### src/rtl/jtag_work_link_pkg.sv
// Shared definitions for the JTAG work link: host command codes,
// work-unit geometry and the parser/transmitter state encodings.
package jtag_link_pkg;

    localparam logic [7:0] CMD_LOAD   = 8'h01;
    localparam logic [7:0] CMD_PING   = 8'h03;
    localparam logic [7:0] CMD_STATUS = 8'h04;

    localparam int WORK_BYTES = 44;
    localparam int WORK_BITS  = WORK_BYTES * 8;
    localparam logic [5:0] LAST_IDX = 6'(WORK_BYTES - 1);

    typedef enum logic {
        P_IDLE,
        P_LOAD
    } pstate_t;

    typedef enum logic [1:0] {
        T_IDLE,
        T_NONCE,
        T_PING,
        T_STAT
    } tstate_t;

    // Payload byte k (1..4) of a nonce frame, least significant first.
    function automatic logic [7:0] nonce_byte(
        input logic [31:0] n,
        input logic [2:0]  k
    );
        logic [7:0] b;
        case (k)
            3'd1:    b = n[7:0];
            3'd2:    b = n[15:8];
            3'd3:    b = n[23:16];
            3'd4:    b = n[31:24];
            default: b = 8'h00;
        endcase
        return b;
    endfunction

endpackage

### src/rtl/jtag_work_link_if.sv
// Byte-FIFO pair seen from the rx_clk side: a 9-bit host-to-FPGA
// read port and an 8-bit FPGA-to-host write port.
interface jtag_work_link_if;

    logic [8:0] fifo_rd_data;
    logic       fifo_empty;
    logic       fifo_rd_en;
    logic [7:0] fifo_wr_data;
    logic       fifo_wr_en;
    logic       fifo_full;

    modport master (
        input  fifo_rd_data,
        input  fifo_empty,
        input  fifo_full,
        output fifo_rd_en,
        output fifo_wr_data,
        output fifo_wr_en
    );

    modport slave (
        output fifo_rd_data,
        output fifo_empty,
        output fifo_full,
        input  fifo_rd_en,
        input  fifo_wr_data,
        input  fifo_wr_en
    );

endinterface

### src/rtl/jtag_work_link_nonce_queue.sv
// Circular nonce FIFO. A push into a full queue is dropped unless a
// pop frees the slot in the same cycle, in which case both succeed.
module nonce_queue #(
    parameter int DEPTH = 4
) (
    input  logic        clk_i,
    input  logic        rst_i,
    input  logic        push_i,
    input  logic [31:0] push_data_i,
    input  logic        pop_i,
    output logic [31:0] pop_data_o,
    output logic        empty_o,
    output logic        full_o
);

    localparam int AW = (DEPTH > 1) ? $clog2(DEPTH) : 1;
    localparam logic [AW:0]   FULL_CNT = (AW + 1)'(DEPTH);
    localparam logic [AW:0]   CNT_ONE  = (AW + 1)'(1);
    localparam logic [AW-1:0] PTR_ONE  = AW'(1);

    logic [31:0]   mem_q [DEPTH];
    logic [AW-1:0] wptr_q;
    logic [AW-1:0] rptr_q;
    logic [AW:0]   cnt_q;
    logic [AW:0]   cnt_d;
    logic          do_push;
    logic          do_pop;

    assign empty_o    = (cnt_q == '0);
    assign full_o     = (cnt_q == FULL_CNT);
    assign do_pop     = pop_i & ~empty_o;
    assign do_push    = push_i & (~full_o | do_pop);
    assign pop_data_o = mem_q[rptr_q];

    // Occupancy next state from the accepted push/pop pair.
    always_comb begin
        cnt_d = cnt_q;
        if (do_push && !do_pop) begin
            cnt_d = cnt_q + CNT_ONE;
        end else if (!do_push && do_pop) begin
            cnt_d = cnt_q - CNT_ONE;
        end
    end

    // Storage array; contents are don't-care until written.
    always_ff @(posedge clk_i) begin
        if (do_push) begin
            mem_q[wptr_q] <= push_data_i;
        end
    end

    // Pointer and occupancy registers.
    always_ff @(posedge clk_i or posedge rst_i) begin
        if (rst_i) begin
            wptr_q <= '0;
            rptr_q <= '0;
            cnt_q  <= '0;
        end else begin
            if (do_push) begin
                wptr_q <= wptr_q + PTR_ONE;
            end
            if (do_pop) begin
                rptr_q <= rptr_q + PTR_ONE;
            end
            cnt_q <= cnt_d;
        end
    end

endmodule

### src/rtl/jtag_work_link.sv
// JTAG work link: parses host commands into 44-byte work units and
// serialises nonce frames plus ping/status replies back to the host.
module jtag_work_link
    import jtag_link_pkg::*;
#(
    parameter int         NONCE_DEPTH   = 4,
    parameter logic [7:0] PING_RESPONSE = 8'hA5,
    parameter logic [7:0] NONCE_HEADER  = 8'h4E
) (
    input  logic             rx_clk,
    input  logic             reset,
    jtag_work_link_if.master fifo,
    output logic [255:0]     midstate,
    output logic [95:0]      data,
    output logic             work_valid,
    input  logic [31:0]      golden_nonce,
    input  logic             golden_nonce_valid,
    output logic             nonce_overflow
);

    pstate_t              pstate_q;
    logic [5:0]           cnt_q;
    logic [WORK_BITS-1:0] stage_q;
    logic [WORK_BITS-1:0] stage_d;
    logic                 rd_inflight_q;

    tstate_t    tstate_q;
    logic [2:0] k_q;
    logic [7:0] wr_data_q;
    logic       ping_pend_q;
    logic       stat_pend_q;
    logic       ovf_q;

    logic       rx_valid;
    logic [7:0] rx_byte;
    logic       ping_set;
    logic       stat_set;
    logic       tx_write;
    logic       q_pop;
    logic       q_empty;
    logic       q_full;
    logic [31:0] q_data;
    logic       drop;
    logic       ovf_clr;
    logic [7:0] status_byte;

    // Single outstanding read; pending replies throttle the host.
    assign fifo.fifo_rd_en = ~reset & ~fifo.fifo_empty & ~rd_inflight_q
                           & ~ping_pend_q & ~stat_pend_q;

    assign rx_valid = rd_inflight_q & fifo.fifo_rd_data[8];
    assign rx_byte  = fifo.fifo_rd_data[7:0];
    assign stage_d  = {rx_byte, stage_q[WORK_BITS-1:8]};

    assign ping_set = rx_valid && pstate_q == P_IDLE && rx_byte == CMD_PING;
    assign stat_set = rx_valid && pstate_q == P_IDLE && rx_byte == CMD_STATUS;

    assign tx_write = (tstate_q != T_IDLE) && !fifo.fifo_full;
    assign q_pop    = tx_write && tstate_q == T_NONCE && k_q == 3'd4;
    assign ovf_clr  = tx_write && tstate_q == T_STAT;
    assign drop     = golden_nonce_valid & q_full & ~q_pop;

    // Status reflects live flags so a drop during a stall is reported.
    assign status_byte = {6'b0, ~q_empty, ovf_q};

    assign fifo.fifo_wr_en   = tx_write;
    assign fifo.fifo_wr_data = (tstate_q == T_STAT) ? status_byte : wr_data_q;
    assign nonce_overflow    = ovf_q;

    nonce_queue #(
        .DEPTH(NONCE_DEPTH)
    ) u_queue (
        .clk_i      (rx_clk),
        .rst_i      (reset),
        .push_i     (golden_nonce_valid),
        .push_data_i(golden_nonce),
        .pop_i      (q_pop),
        .pop_data_o (q_data),
        .empty_o    (q_empty),
        .full_o     (q_full)
    );

    // Command parser and work-unit assembly.
    always_ff @(posedge rx_clk or posedge reset) begin
        if (reset) begin
            pstate_q      <= P_IDLE;
            cnt_q         <= '0;
            stage_q       <= '0;
            midstate      <= '0;
            data          <= '0;
            work_valid    <= 1'b0;
            rd_inflight_q <= 1'b0;
        end else begin
            rd_inflight_q <= fifo.fifo_rd_en;
            work_valid    <= 1'b0;
            if (rx_valid) begin
                unique case (pstate_q)
                    P_IDLE: begin
                        if (rx_byte == CMD_LOAD) begin
                            pstate_q <= P_LOAD;
                            cnt_q    <= '0;
                        end
                    end
                    P_LOAD: begin
                        stage_q <= stage_d;
                        cnt_q   <= cnt_q + 6'd1;
                        if (cnt_q == LAST_IDX) begin
                            midstate   <= stage_d[255:0];
                            data       <= stage_d[WORK_BITS-1:256];
                            work_valid <= 1'b1;
                            pstate_q   <= P_IDLE;
                        end
                    end
                    default: pstate_q <= P_IDLE;
                endcase
            end
        end
    end

    // Sticky drop flag, cleared by a status write unless a new drop lands.
    always_ff @(posedge rx_clk or posedge reset) begin
        if (reset) begin
            ovf_q <= 1'b0;
        end else begin
            ovf_q <= drop | (ovf_q & ~ovf_clr);
        end
    end

    // Transmitter: status, then ping, then whole nonce frames.
    always_ff @(posedge rx_clk or posedge reset) begin
        if (reset) begin
            tstate_q    <= T_IDLE;
            k_q         <= '0;
            wr_data_q   <= '0;
            ping_pend_q <= 1'b0;
            stat_pend_q <= 1'b0;
        end else begin
            if (ping_set) begin
                ping_pend_q <= 1'b1;
            end
            if (stat_set) begin
                stat_pend_q <= 1'b1;
            end
            unique case (tstate_q)
                T_IDLE: begin
                    if (stat_pend_q) begin
                        tstate_q <= T_STAT;
                    end else if (ping_pend_q) begin
                        tstate_q  <= T_PING;
                        wr_data_q <= PING_RESPONSE;
                    end else if (!q_empty) begin
                        tstate_q  <= T_NONCE;
                        k_q       <= '0;
                        wr_data_q <= NONCE_HEADER;
                    end
                end
                T_NONCE: begin
                    if (tx_write) begin
                        if (k_q == 3'd4) begin
                            tstate_q  <= T_IDLE;
                            wr_data_q <= '0;
                        end else begin
                            k_q       <= k_q + 3'd1;
                            wr_data_q <= nonce_byte(q_data, k_q + 3'd1);
                        end
                    end
                end
                T_PING: begin
                    if (tx_write) begin
                        ping_pend_q <= 1'b0;
                        tstate_q    <= T_IDLE;
                        wr_data_q   <= '0;
                    end
                end
                T_STAT: begin
                    if (tx_write) begin
                        stat_pend_q <= 1'b0;
                        tstate_q    <= T_IDLE;
                    end
                end
                default: tstate_q <= T_IDLE;
            endcase
        end
    end

endmodule

### src/flat_wrapper.sv
// flat-port wrapper written by rule: the top's interface ports become plain ports
module jtag_work_link_flat import jtag_link_pkg::*;
#(
    parameter int         NONCE_DEPTH   = 4,
    parameter logic [7:0] PING_RESPONSE = 8'hA5,
    parameter logic [7:0] NONCE_HEADER  = 8'h4E
)
  (rx_clk, reset, midstate, data, work_valid, golden_nonce, golden_nonce_valid, nonce_overflow, fifo_fifo_rd_data, fifo_fifo_empty, fifo_fifo_full, fifo_fifo_rd_en, fifo_fifo_wr_data, fifo_fifo_wr_en);
  jtag_work_link_if fifo_i ();
  input  logic rx_clk;
  input  logic reset;
  output logic [255:0] midstate;
  output logic [95:0] data;
  output logic work_valid;
  input  logic [31:0] golden_nonce;
  input  logic golden_nonce_valid;
  output logic nonce_overflow;
  input wire logic [$bits(fifo_i.fifo_rd_data)-1:0] fifo_fifo_rd_data;
  input wire logic [$bits(fifo_i.fifo_empty)-1:0] fifo_fifo_empty;
  input wire logic [$bits(fifo_i.fifo_full)-1:0] fifo_fifo_full;
  output wire logic [$bits(fifo_i.fifo_rd_en)-1:0] fifo_fifo_rd_en;
  output wire logic [$bits(fifo_i.fifo_wr_data)-1:0] fifo_fifo_wr_data;
  output wire logic [$bits(fifo_i.fifo_wr_en)-1:0] fifo_fifo_wr_en;
  assign fifo_i.fifo_rd_data = fifo_fifo_rd_data;
  assign fifo_i.fifo_empty = fifo_fifo_empty;
  assign fifo_i.fifo_full = fifo_fifo_full;
  assign fifo_fifo_rd_en = fifo_i.fifo_rd_en;
  assign fifo_fifo_wr_data = fifo_i.fifo_wr_data;
  assign fifo_fifo_wr_en = fifo_i.fifo_wr_en;
  jtag_work_link #(.NONCE_DEPTH(NONCE_DEPTH), .PING_RESPONSE(PING_RESPONSE), .NONCE_HEADER(NONCE_HEADER)) u_core (.rx_clk(rx_clk), .reset(reset), .fifo(fifo_i), .midstate(midstate), .data(data), .work_valid(work_valid), .golden_nonce(golden_nonce), .golden_nonce_valid(golden_nonce_valid), .nonce_overflow(nonce_overflow));
endmodule
### config.mk
export PLATFORM = sky130hd
export DESIGN_NAME = jtag_work_link_flat
export DESIGN_NICKNAME = d
export VERILOG_FILES = /design/src/rtl/jtag_work_link_pkg.sv /design/src/rtl/jtag_work_link_if.sv /design/src/rtl/jtag_work_link_nonce_queue.sv /design/src/rtl/jtag_work_link.sv /design/src/flat_wrapper.sv
export SDC_FILE = /design/constraint.sdc
export NUM_CORES = 2
export LEC_CHECK = 0
export ABC_CLOCK_PERIOD_IN_PS = 62400
export CORE_UTILIZATION = 60
export DETAILED_ROUTE_END_ITERATION = 16
export PLACE_DENSITY = 0.82
export SYNTH_ARGS = -nofsm -noshare
export SYNTH_HDL_FRONTEND = slang
export SYNTH_SLANG_ARGS = --single-unit
### constraint.sdc
create_clock -name rx_clk -period 62.4 [get_ports rx_clk]
set_input_delay 6.24 -clock rx_clk [delete_from_list [all_inputs] [get_ports rx_clk]]
set_output_delay 6.24 -clock rx_clk [all_outputs]
set_load 0.05 [all_outputs]
==> key figures <==
Run status
  – Run status: finished clean

Logic synthesis
  – Mapped cell area: between 30000 and 40000 sq um
  – Synthesis-stage register bit count: between 800 and 900
  – Post-synthesis async set-or-reset flop share: a little under nine tenths
  – Yosys cell types: 49
  – Post-synthesis sequential area ratio: around two thirds
  – Syn nets: roughly 3400
  – Number of flops mapped to enable cells by yosys: approximately 130
  – Ys Warns: 0
  – Syn Inst Count: 3360
  – Ys flop type: dfrtp_1
  – Synthesized area per cell: 9.69 sq um

Clock tree
  – CTS Root Cell: clkbuf_16
  – Worst-Skew Late Latency: 620 ps
  – Post-CTS setup buffers: 0
  – Cts bufs inserted: 84
  – Clock-pin slew on the worst setup and hold paths: ~60 ps
  – Hold-fix buffers, CTS: 0
  – Sink Count: 856
  – CTS tree: yes
  – Post_cts resized: 0
  – CTS max path bufs: 3
  – H-tree levels: 3

Layout
  – Fillers: ~3700
  – Post-route cell area: slightly below 40000 sq um
  – FF+latch area: ~22000 sq um
  – Multi-input logic area: around 9700 sq um
  – Area growth syn-to-layout: 21.8%
  – Layout net count: ~3800
  – Layout cell share with drive strength beyond 1: 4.30%

Critical path
  – Arrival time at the worst endpoint: approximately 8000 ps
  – Critical-path cell list: clkdlybuf4s50_1 -> nor4b_1 -> clkdlybuf4s50_1
  – Worst setup SP type: input port
  – CP max stage delay: 870 ps
  – Crit path from: reset
  – CP Buf/Inv Count: 2
  – Critical path's top delay family: buffers and inverters
  – CP required: 56160 ps
  – Critical R2R Launch: u_core.rd_inflight_q
  – Crit Path Max Fanout: 2
  – Slowest-stage cell, CP: clkdlybuf4s50_1
  – Kind of critical path: in -> out
  – Crit path top cell by count: clkdlybuf4s50_1
  – Crit end category: output port

Hold path
  – Min-delay worst type: reg -> reg
  – Hold path startpoint: u_core.stage_q[9]

Routing
  – First-pass iteration count of the detailed router: 7
  – Detail Route Antenna Nets: 0
  – Vias per std cell: 5.36
  – DRC violations left: 0
  – Total wire length: 79000 um
  – Average wire per standard cell: around 18 um
  – Drt initial violations: 2269
  – Via count: around 24000

Floorplan
  – Core area: between 50000 and 60000 sq um
  – Die Ht: between 200 and 250 um
  – DIE WIDTH: roughly 230 um
  – Initial cell density of the core: 60.6%
  – Die area: roughly 55000 sq um
  – Num rows: 85
  – # IOs: 410

STA
  – Max Freq: 70.3 MHz
  – Final Hold Viols: 0
  – Time the worst path needs with I/O delays and setup: about 14000 ps
  – Setup TNS: 0 ps
  – Slew HR: between 20% and 30%
  – Slew @ Worst Pin: ~1100 ps
  – Final Max Slew Viols: 0
  – RSZ-0062 raised after global routing: false
  – Period Utilization, post-route: between 20% and 30%
  – Clock skew: ~21 ps
  – Final worst slack: approximately 48000 ps
  – Final setup violating endpoints: 0

Place
  – Post-DP HPWL: around 47000 um
  – Port buffer count: around 410
  – DP Area: 37000 sq um
  – DP Worst Slack: between 40000 and 50000 ps
  – Gp weighted congestion: between 0.8 and 0.9

GRT
  – Initial antenna violation count: 2
  – Vias in the first global route: 23400
  – Global-route wire length before repair: between 100000 and 150000 um
  – Largest net degree at the start of global routing: roughly 220
  – Tot GR Track Use: 29.1%
  – Gr ovfl total: 0

Pwr
  – Static leakage: roughly 21 nW
  – PwrDens: slightly above 30 nW/um^2
  – Peak supply drop: 0.0000288 V

Flow run
  – Max_cap viols: 0
==> cells in the mapped netlist (3+ instances only) <==
| master | instances | share of area, % |
|---|---|---|
| nand2_1 | 2100 | 24 |
| dfrtp_1 | 728 | 56 |
| edfxtp_1 | 128 | 12 |
| clkbuf_1 | 100 | 1.2 |
| mux2i_1 | 62 | 1.9 |
| buf_2 | 50 | 0.77 |
| o22ai_1 | 24 | 0.46 |
| buf_4 | 17 | 0.39 |
| ha_1 | 15 | 0.58 |
| inv_1 | 13 | 0.15 |
| nor2_1 | 13 | 0.15 |
| nor3_1 | 13 | 0.20 |
| o21ai_0 | 11 | 0.17 |
| nor2b_1 | 7 | 0.13 |
| o221ai_1 | 7 | 0.19 |
| a221o_1 | 6 | 0.18 |
| a21oi_1 | 5 | 0.077 |
| a22o_1 | 4 | 0.11 |
| and2_1 | 4 | 0.077 |
| nand3_1 | 4 | 0.061 |
| nor4_1 | 4 | 0.077 |
| xnor2_1 | 4 | 0.11 |
| xor2_1 | 4 | 0.11 |
| and3_1 | 3 | 0.058 |
| mux2_2 | 3 | 0.10 |
| nand3b_1 | 3 | 0.069 |
==> kinds of logic (layout without fill, tap and decap cells) <==
kind of cell / count (synthesis) / count (layout) / synth area share, %
simple gates: 2162 / 2162 / 25.3
flops: 856 / 856 / 67.8
buf+inv: 181 / 588 / 2.48
compound gates: 71 / 71 / 1.51
mux: 66 / 66 / 2.08
fa+ha+maj: 16 / 16 / 0.638
xor+xnor: 8 / 8 / 0.215
other cells: 0 / 2 / 0
==> routing by layer <==
metal  track usage (%)  vias up  routed length [um]  share of wire, %
met1              40.0    11800               33100                42
met4              11.8        0                2810               3.6
met5                 0        -                   0                 0
li1                  -    11100                   -                 -
met3              6.05      165                5250               6.6
met2              45.8      799               37800                48
==> metrics by stage <==
stage                     utilization, %  std cells  hold slack (ps)  total power [mW]
after floorplan                        -       3360              439             0.680
after global placement              68.9       4314              450             0.711
after detailed placement            68.9       4314              453             0.714
after CTS                           73.8       4463              468              1.21
after global routing                73.8       4464              489              1.24
final                               73.9       4465              464              1.20
==> worst paths after layout <==
check / depth (start not counted) / slack [ps] / to
min: 2 / 460 / u_core.midstate[1]
max reg2reg: 8 / 58150 / u_core.midstate[91]
min reg2reg: 2 / 460 / u_core.midstate[1]
max in group asynchronous: 4 / 53850 / u_core.data[92]
max: 3 / 48170 / fifo_fifo_rd_en
min in group asynchronous: 2 / 6170 / u_core.wr_data_q[0]
==> where the power goes <==
group          total [mW]  internal [mW]  switching, mW
Combinational       0.103         0.0335         0.0693
Sequential          0.602          0.592         0.0102
Clock               0.494          0.285          0.209
==> layout by cell type, fill, tap and decap left out, drive strengths merged, types with 5 or more instances in the layout <==
cell type,n
buf,16
nand2,2100
a21oi,5
nor3,15
dfrtp,728
clkdlybuf4s50,409
edfxtp,128
clkinv,17
o22ai,24
o221ai,7
a221o,6
o21ai,13
mux2i,62
clkbuf,122
nor2b,7
inv,19
ha,15
nor2,14
nand3,5
==> registers in the layout (all words and copies together), names as in the netlist, 2 cells and up <==
name	flops
u_core.u_queue.cnt_q	3
u_core.u_queue.mem_q	128
u_core.u_queue.wptr_q	2
u_core.stage_q	344
u_core.k_q	3
u_core.u_queue.rptr_q	2
u_core.cnt_q	6
u_core.data	96
u_core.midstate	256
u_core.wr_data_q	8
u_core.tstate_q	2
==> worst reg2reg max path: stages (launching register included) <==
cell	delay [ps]
dfrtp_1	460
nand3_4	720
nor4_1	190
nand2_4	170
buf_12	530
buf_4	900
buf_4	930
nand2_1	170
nand2_1	110
==> area by class of cell <==
cell class | instances | area share, %
clock buffer | 122 | 6.09
antenna | 2 | 0.0126
inverter | 14 | 0.170
timing repair buffer | 425 | 10.8
clock inverter | 27 | 0.672
sequential | 856 | 55.6
multi-input combinational | 2323 | 24.5
tap | 696 | 2.20
Power figures use the tool's default switching activity.
